--- config.mk ---
export PLATFORM = sky130hd
export DESIGN_NAME = mux_scan_nch_flat
export DESIGN_NICKNAME = d
export VERILOG_FILES = /design/src/rtl/mux_scan_nch_if.sv /design/src/rtl/mux_scan_nch.sv /design/src/flat_wrapper.sv
export SDC_FILE = /design/constraint.sdc
export NUM_CORES = 1
export LEC_CHECK = 0
export ABC_AREA = 0
export CORE_UTILIZATION = 45
export DETAILED_ROUTE_END_ITERATION = 16
export PLACE_DENSITY_LB_ADDON = 0.2
export REMOVE_ABC_BUFFERS = 1
export SETUP_SLACK_MARGIN = 0.1
export SLEW_MARGIN = 20
export SYNTH_ARGS = -nofsm -noshare
export SYNTH_HDL_FRONTEND = slang
export SYNTH_SLANG_ARGS = --single-unit
export TNS_END_PERCENT = 20
--- constraint.sdc ---
create_clock -name CLK -period 1.6 [get_ports CLK]
set_clock_uncertainty 0.05 [all_clocks]
set_input_delay 0.16 -clock CLK [delete_from_list [all_inputs] [get_ports CLK]]
set_output_delay 0.16 -clock CLK [all_outputs]
set_load 0.005 [all_outputs]
--- src/rtl/mux_scan_nch_if.sv ---
// Bus bundle for mux_scan_nch: channel words and controls in, selected word/enable/index out.
// The selector drives through the slave modport; the host side uses master.
interface mux_scan_nch_if #(
  parameter int WIDTH    = 4,
  parameter int CHANNELS = 4
);
  localparam int SELW = (CHANNELS > 1) ? $clog2(CHANNELS) : 1;

  logic [CHANNELS*WIDTH-1:0] DIN;
  logic                      MODE;
  logic [SELW-1:0]           SEL_MAN;
  logic                      HOLD;
  logic [WIDTH-1:0]          OUT;
  logic [CHANNELS-1:0]       EN_OH;
  logic [SELW-1:0]           IDX;
  logic                      TICK;

  modport master (
    output DIN, MODE, SEL_MAN, HOLD,
    input  OUT, EN_OH, IDX, TICK
  );

  modport slave (
    input  DIN, MODE, SEL_MAN, HOLD,
    output OUT, EN_OH, IDX, TICK
  );
endinterface

--- src/rtl/mux_scan_nch.sv ---
// N-channel time-multiplexing selector: auto scan on a prescaled tick or manual pick,
// registered word output plus one-hot enable with dead-time blanking on channel changes.
module mux_scan_nch #(
  parameter int WIDTH    = 4,
  parameter int CHANNELS = 4,
  parameter int DIV      = 50000,
  parameter int BLANK    = 2
) (
  input  logic               CLK,
  input  logic               RST,
  mux_scan_nch_if.slave      bus
);
  localparam int SELW = (CHANNELS > 1) ? $clog2(CHANNELS) : 1;
  localparam int CNTW = (DIV > 1) ? $clog2(DIV) : 1;
  localparam int BW   = (BLANK > 0) ? $clog2(BLANK + 1) : 1;

  localparam logic [CNTW-1:0] CNT_LAST   = CNTW'(DIV - 1);
  localparam logic [SELW-1:0] IDX_LAST   = SELW'(CHANNELS - 1);
  localparam logic [BW-1:0]   BLANK_LOAD = BW'(BLANK);

  logic [CNTW-1:0]     r_cnt;
  logic [SELW-1:0]     r_idx;
  logic [BW-1:0]       r_bcnt;
  logic [WIDTH-1:0]    r_out;
  logic [CHANNELS-1:0] r_en_oh;
  logic                r_tick;

  logic [CNTW-1:0]     w_cnt_next;
  logic [SELW-1:0]     w_idx_next;
  logic [BW-1:0]       w_bcnt_next;
  logic                w_tick_next;
  logic                w_blank_load;
  logic [WIDTH-1:0]    w_words [CHANNELS];
  logic [WIDTH-1:0]    w_word;
  logic [CHANNELS-1:0] w_onehot;

  genvar gi;
  generate
    for (gi = 0; gi < CHANNELS; gi++) begin : g_chan
      assign w_words[gi]  = bus.DIN[gi*WIDTH +: WIDTH];
      assign w_onehot[gi] = (r_idx == SELW'(gi));
    end
  endgenerate

  // Explicit compare-mux keeps out-of-range index codes harmless for non-power-of-two CHANNELS.
  always_comb begin
    w_word = '0;
    for (int i = 0; i < CHANNELS; i++) begin
      if (r_idx == SELW'(i)) begin
        w_word = w_words[i];
      end
    end
  end

  always_comb begin
    w_cnt_next  = r_cnt;
    w_idx_next  = r_idx;
    w_tick_next = 1'b0;
    if (!bus.HOLD) begin
      if (!bus.MODE) begin
        if (r_cnt == CNT_LAST) begin
          w_cnt_next  = '0;
          w_idx_next  = (r_idx == IDX_LAST) ? '0 : r_idx + SELW'(1);
          w_tick_next = 1'b1;
        end else begin
          w_cnt_next = r_cnt + CNTW'(1);
        end
      end else begin
        w_cnt_next = '0;
        w_idx_next = (bus.SEL_MAN > IDX_LAST) ? IDX_LAST : bus.SEL_MAN;
      end
    end
  end

  // Blanking starts on the same edge the index moves, so the old channel never shows the new word.
  assign w_blank_load = (BLANK != 0) && (w_idx_next != r_idx);

  always_comb begin
    w_bcnt_next = r_bcnt;
    if (w_blank_load) begin
      w_bcnt_next = BLANK_LOAD;
    end else if (r_bcnt != '0) begin
      w_bcnt_next = r_bcnt - BW'(1);
    end
  end

  always_ff @(posedge CLK) begin
    if (RST) begin
      r_cnt   <= '0;
      r_idx   <= '0;
      r_bcnt  <= '0;
      r_out   <= '0;
      r_en_oh <= '0;
      r_tick  <= 1'b0;
    end else begin
      r_cnt   <= w_cnt_next;
      r_idx   <= w_idx_next;
      r_bcnt  <= w_bcnt_next;
      r_out   <= w_word;
      r_en_oh <= ((r_bcnt != '0) || w_blank_load) ? '0 : w_onehot;
      r_tick  <= w_tick_next;
    end
  end

  assign bus.OUT   = r_out;
  assign bus.EN_OH = r_en_oh;
  assign bus.IDX   = r_idx;
  assign bus.TICK  = r_tick;
endmodule

--- src/flat_wrapper.sv ---
// flat-port wrapper written by rule: the top's interface ports become plain ports
module mux_scan_nch_flat 
#(
  parameter int WIDTH    = 4,
  parameter int CHANNELS = 4,
  parameter int DIV      = 50000,
  parameter int BLANK    = 2
)
  (CLK, RST, bus_DIN, bus_MODE, bus_SEL_MAN, bus_HOLD, bus_OUT, bus_EN_OH, bus_IDX, bus_TICK);
  mux_scan_nch_if #(.WIDTH(WIDTH), .CHANNELS(CHANNELS)) bus_i ();
  input  logic CLK;
  input  logic RST;
  input wire logic [$bits(bus_i.DIN)-1:0] bus_DIN;
  input wire logic [$bits(bus_i.MODE)-1:0] bus_MODE;
  input wire logic [$bits(bus_i.SEL_MAN)-1:0] bus_SEL_MAN;
  input wire logic [$bits(bus_i.HOLD)-1:0] bus_HOLD;
  output wire logic [$bits(bus_i.OUT)-1:0] bus_OUT;
  output wire logic [$bits(bus_i.EN_OH)-1:0] bus_EN_OH;
  output wire logic [$bits(bus_i.IDX)-1:0] bus_IDX;
  output wire logic [$bits(bus_i.TICK)-1:0] bus_TICK;
  assign bus_i.DIN = bus_DIN;
  assign bus_i.MODE = bus_MODE;
  assign bus_i.SEL_MAN = bus_SEL_MAN;
  assign bus_i.HOLD = bus_HOLD;
  assign bus_OUT = bus_i.OUT;
  assign bus_EN_OH = bus_i.EN_OH;
  assign bus_IDX = bus_i.IDX;
  assign bus_TICK = bus_i.TICK;
  mux_scan_nch #(.WIDTH(WIDTH), .CHANNELS(CHANNELS), .DIV(DIV), .BLANK(BLANK)) u_core (.CLK(CLK), .RST(RST), .bus(bus_i));
endmodule
# Word level (Yosys, flattened, before mapping)
# Cells that the tools add are included.
# W data, S select, Z words.
[totals] ff_bits=29 latch_bits=0 ramBits=0 romBits=0 inputBits=22 output_inout_bits=11 wordCells=37 mem_count=0
[op_classes] n_addsub=3 multipliers=0 n_div=0 n_lt_le_gt_ge=1 eq_ne=5 shifts=0 n_mux=14 bitwise=0 n_reduce_logical=7
[ops] cell="$mux W16" n=2
[ops] cell="$add A16 B1 Y16 const B" n=1
[ops] cell="$eq A16 B16 Y1 const B" n=1
[ops] cell="$mux W4" n=4
[ops] cell="$mux W2" n=7
[ops] cell="$eq A2 B2 Y1 const B" n=2
[ops] cell="$reduce_bool A2 Y1" n=2
[ops] cell="$reduce_or A2 Y1" n=2
[ops] cell="$reduce_or A3 Y1" n=1
[ops] cell="$add A2 B1 Y2 const B" n=1
[ops] cell="$eq A2 B1 Y1 const B" n=1
[ops] cell="$gt A2 B2 Y1 const B" n=1
[ops] cell="$logic_not A2 Y1" n=1
[ops] cell="$ne A2 B2 Y1" n=1
[ops] cell="$sub A2 B1 Y2 const B" n=1
[ops] cell="$logic_or A1 B1 Y1" n=1
[ops] cell="$mux W1" n=1

# Longest topological paths before layout
[depth] word_depth=8 depth_mapped=7 mapped_depth_nobuf=7

# Worst setup path after synthesis
# No wires, ideal clock.
[synth_path] kind="flip-flop to flip-flop" from="reg u_core.r_idx[1] (netlist: u_core.bus.IDX[1])" to="reg u_core.r_en_oh[3] (netlist: u_core.bus.EN_OH[3])" setup_ps=61 t_arrival_ps=1573 required_time_ps=1489 setup_slack_ps=-84 stages_incl_launch_ff=8 n_path_buf=1 period_less_slack_ps=1684 path_cell_list="dfxtp_1 ha_1 clkbuf_1 nand2b_1 mux2i_1 a21oi_1 o21ai_1 and4b_1"
[synth_via] elab_chain_cells=8 elab_cells_between_ends=9 classes_between="add/sub: 1; eq/ne: 2; mux: 4; reduce/logical: 2"
[synth_lines] element="start, declared" line_no="mux_scan_nch.sv:22" rtl="logic [SELW-1:0] r_idx;"
[synth_lines] element="start signal, assigned" line_no="mux_scan_nch.sv:97" rtl="r_idx <= w_idx_next;"
[synth_lines] element="$eq A2 B2 Y1 *" line_no="mux_scan_nch.sv:41" rtl="assign w_onehot[gi] = (r_idx == SELW'(gi));"
[synth_lines] element="named net u_core.w_onehot[3]" line_no="mux_scan_nch.sv:35" rtl="logic [CHANNELS-1:0] w_onehot;"
[synth_lines] element="$mux W2" line_no="mux_scan_nch.sv:63" rtl="w_idx_next = (r_idx == IDX_LAST) ? '0 : r_idx + SELW'(1);"
[synth_lines] element="$mux W2" line_no="mux_scan_nch.sv:61" rtl="if (r_cnt == CNT_LAST) begin"
[synth_lines] element="$mux W2" line_no="mux_scan_nch.sv:60" rtl="if (!bus.MODE) begin"
[synth_lines] element="$mux W2" line_no="mux_scan_nch.sv:59" rtl="if (!bus.HOLD) begin"
[synth_lines] element="$ne A2 B2 Y1" line_no="mux_scan_nch.sv:76" rtl="assign w_blank_load = (BLANK != 0) && (w_idx_next != r_idx);"
[synth_lines] element="$logic_or A1 B1 Y1" line_no="mux_scan_nch.sv:100" rtl="r_en_oh <= ((r_bcnt != '0) || w_blank_load) ? '0 : w_onehot;"
[synth_lines] element="$reduce_or A2 Y1 (no line)"
[synth_lines] element="end signal, assigned" line_no="mux_scan_nch.sv:100"
[synth_lines] element="end, declared" line_no="mux_scan_nch.sv:25" rtl="logic [CHANNELS-1:0] r_en_oh;"
# Mark *: on every way through the listed nets, which the timed path passes. The rest lies on a longest branch.
# A chain may end at the register's enable or synchronous reset.

# Worst setup path after layout
[layout_path] from="reg u_core.r_cnt[4]" to="reg u_core.r_cnt[14]"
[layout_via] elab_chain_cells=3 elab_cells_between_ends=4 classes_between="add/sub: 1; eq/ne: 1; mux: 2"
[layout_lines] element="start, declared" line_no="mux_scan_nch.sv:21" rtl="logic [CNTW-1:0] r_cnt;"
[layout_lines] element="start signal, assigned" line_no="mux_scan_nch.sv:96" rtl="r_cnt <= w_cnt_next;"
[layout_lines] element="$add A16 B1 Y16 or $eq A16 B16 Y1 (tied branches)" line_no="mux_scan_nch.sv:66, mux_scan_nch.sv:61"
[layout_lines] element="$mux W16 *" line_no="mux_scan_nch.sv:61"
[layout_lines] element="$mux W16 *" line_no="mux_scan_nch.sv:60"
# Every way passes the cells marked *; elsewhere a longest branch is shown, timed or not.

==> results.py <==
metrics = {
    "placed_design": {
        "post-place-cells": 263,
        "port_buffers": 32,
        "dp_hpwl_microns": 2850,
        "globalplace.congestion": 0.908,
    },
    "synthesis": {
        "synth_fa_ha_area_frac": 0.0425,
        "netlist_top_cells_area": "dfxtp_1 39%, nor2_1 6.1%, xor2_1 5.4%",
        "synth_mux_area_frac": 0.0136,
        "synth_top_family_by_area": "simple AND/OR/NAND/NOR gates",
        "yosysSeqAreaShare": 0.394,
        "syn_inst": 165,
        "ys_warn_count": 0,
        "synthDistinctLibCells": 40,
        "synth_xor_area_frac": 0.0952,
        "synth_top_area_frac": 0.394,
        "synthSimpleGateAreaFrac": 0.340,
        "syn_area_sq_mm": 0.00147,
        "synth_area_leader_cell": "dfxtp_1",
        "synth_seq_cells": 29,
        "synth_compound_area_frac": 0.0918,
        "avgSynthCellArea_sq_um": 8.93,
    },
    "global_routing": {
        "top_usage_layer": "met2",
        "antenna_found_initial": 0,
        "use_met3": 0.0568,
        "met2_usage": 0.387,
        "grt_overflow_total": 0,
        "grt_first_pass_wirelength_microns": 6360,
        "use_met1": 0.327,
        "grt_usage": 0.250,
        "grt_max_degree": 14,
        "grt_pass1_vias": 1337,
    },
    "detailed_routing": {
        "routed_wl_microns": 4530,
        "wl_per_cell_microns": 16.5,
        "drcViolationCount": 0,
        "vias": 1508,
        "drtIter0Drc": 63,
        "ant_nets": 0,
        "detail_route.vias_per_cell": 5.50,
        "drtPass1Iterations": 5,
    },
    "pwr": {
        "powerDensity_mw_per_mm2": 769,
        "power.total_mw": 1.81,
        "p_leak_nw": 0.888,
        "irDropWorstVdd_v": 0.000552,
    },
    "worst_setup_path": {
        "cp-end-kind": "flop",
        "startpoint": "u_core.r_cnt[4]$_SDFFE_PP0N_",
        "required_ns": 1.79,
        "rrSetupSlack_ns": -0.06,
        "crit_slowest_cell": "or3b_4",
        "rr_endpoint": "u_core.r_cnt[14]$_SDFFE_PP0N_",
        "arrival_ns": 1.85,
        "critPathKind": "flop to flop",
        "startpoint_type": "flop",
        "path_cells": "nand4_1 > or3b_4 > nor3_2 > xnor2_1 > nor2_2",
        "cp_num_buf_inv": 0,
        "cp_slowest_stage_delay_ns": 0.50,
        "path_max_fanout": 5,
        "rr_worst_depth": 5,
        "cp_num_cells": 5,
        "r2r_start": "u_core.r_cnt[4]$_SDFFE_PP0N_",
        "crit_path_end": "u_core.r_cnt[14]$_SDFFE_PP0N_",
        "path_delay_family": "simple AND/OR/NAND/NOR gates",
    },
    "clock_tree": {
        "cts_tree": "built",
        "cts_max_level": 2,
        "clock-sinks": 29,
        "cts_root_buf": "clkbuf_4",
        "path_clk_slew_ns": 0.09,
        "cts-buffers-inserted": 5,
        "clock_latency_ns": 0.34,
        "cts_max_path_buffers": 2,
        "cts_hold_buf": 0,
    },
    "layout": {
        "seq_area_sq_um": 601,
        "final_cell_mix": "30 x clkdlybuf4s50_1, 27 x buf_4, 23 x nor2_1",
        "antenna_cells": 0,
        "nFillCells": 196,
        "final_common_cell": "clkdlybuf4s50_1",
        "final_cells": 274,
        "drive_gt1_frac": 0.370,
        "synthToLayoutAreaGrowth_pct": 59.7,
        "utilization": 0.764,
        "fin_nets": 256,
        "multiInputGateArea_sq_mm": 0.00103,
    },
    "floorplanning": {
        "rows": 20,
        "die_area_sq_mm": 0.00351,
        "core_area_sq_mm": 0.00308,
        "die_h_microns": 59.2,
        "start_util": 0.478,
        "num_io_pins": 33,
        "die_w_microns": 59.2,
    },
    "outcome": {
        "violations": "negative setup slack",
        "run_status": "finished with violations",
    },
    "hold_path": {
        "min_from": "bus_DIN[14]",
        "hold_class": "input pin to flop",
    },
    "sta": {
        "fin_crit_sh": 1.04,
        "setup_viol": 4,
        "rsz0062_at_grt": "true",
        "fmax_mhz": 601,
        "worst_slew_pin_slew_ns": 0.343,
        "slew_headroom": 0.769,
        "fin_hold_ws_ns": 0.386,
        "final_max_slew_viol_count": 0,
        "layout_setup_ws_ns": -0.0645,
        "final-hold-violation-count": 0,
        "min_period_ns": 1.66,
    },
    "flow_run": {
        "drv_cap": 0,
    },
}
-- through the flow --
| step | TNS (ns) | setup slack [ns] | area [sq um] |
|---|---|---|---|
| 2_1_floorplan | -0.0478 | -0.0369 | 1450 |
| 3_3_place_gp | -0.298 | -0.0704 | 2020 |
| 3_5_place_dp | -0.851 | -0.126 | 2020 |
| 4_1_cts | 0 | 0.00764 | 2200 |
| 5_1_grt | -0.480 | -0.157 | 2350 |
| 6_report | -0.160 | -0.0645 | 2350 |
-- final cells by class --
type | count | share of cell area
inverters | 3 | 0.00479
flip-flops and latches | 29 | 0.255
well taps | 44 | 0.0234
clock buffers | 5 | 0.0160
multi-input cells | 129 | 0.439
repair buffers | 61 | 0.234
clock inverters | 3 | 0.0277
-- synthesized netlist by cell type --
library cell,number
clkbuf_1,3
nor4b_1,1
and3b_1,1
or3b_4,1
a31oi_1,1
nand2_1,13
o21a_1,1
nor4_1,4
nand3b_1,2
nor4bb_1,1
nand4_2,1
a21oi_1,10
a221oi_1,3
ha_1,5
o21ai_0,2
and4_1,1
nor2b_1,6
and4b_1,4
xnor2_1,7
and3_1,2
nor3b_1,1
or3_1,1
nor4b_4,1
nor3_2,1
nand3_1,3
nor4_2,1
nor3_1,5
buf_6,1
xor2_1,9
nor2_2,2
a41oi_2,1
nand4_1,5
inv_1,3
o21ai_1,2
or2_4,1
dfxtp_1,29
nand2b_1,3
a311oi_1,1
mux2i_1,2
nor2_1,24
-- kinds of logic (layout without fill, tap and decap cells) --
group	count (synthesis)	count (layout)
AND/OR/NAND/NOR	85	85
flip-flops	29	29
AO/OA/AOI/OAI	21	21
XOR/XNOR	16	16
buffers and inverters	7	72
adder cells (fa/ha/maj)	5	5
multiplexers	2	2
-- worst min-delay path: stages --
cell and delay (ns):
clkdlybuf4s50_1 0.39, mux2i_1 0.13, nor2_1 0.05
-- state kept, by name (all words and copies together) (netlist names) --
signal / count
u_core.bus.IDX: 2
u_core.r_cnt: 16
u_core.bus.OUT: 4
u_core.r_bcnt: 2
u_core.bus.EN_OH: 4
u_core.bus.TICK: 1
-- report_power, final --
part / internal (mW) / switching [mW]
logic: 0.169 / 0.129
registers: 0.741 / 0.0120
clock network: 0.483 / 0.274
-- metal layers --
layer	routed length, microns	vias up
li1	-	716
met1	1910	713
met2	2210	67
met3	290	12
met4	121	0
met5	0	-
-- what timing repair did --
| item | CTS | global route |
|---|---|---|
| resized for setup | 17 | 35 |
| buffers inserted | 1 | 2 |
| hold endpoints to repair | 0 | 0 |
| pin swaps | 9 | 10 |
| endpoints found under the setup margin | 29 | 30 |
-- worst min-delay path by stage --
| stage | slack (ns) | cells after the start | to |
|---|---|---|---|
| 3_3_place_gp | 0.38 | 1 | u_core.r_bcnt[0]$_SDFFE_PP0P_ |
| 5_1_grt | 0.39 | 3 | u_core.bus.OUT[0]$_SDFF_PP0_ |
| 3_5_place_dp | 0.39 | 1 | u_core.r_bcnt[0]$_SDFFE_PP0P_ |
| 4_1_cts | 0.39 | 3 | u_core.bus.OUT[2]$_SDFF_PP0_ |
| 6_report | 0.39 | 3 | u_core.bus.OUT[2]$_SDFF_PP0_ |
| 2_1_floorplan | 0.18 | 1 | u_core.r_bcnt[1]$_SDFFE_PP0P_ |
(Power assumes the default switching activity.)
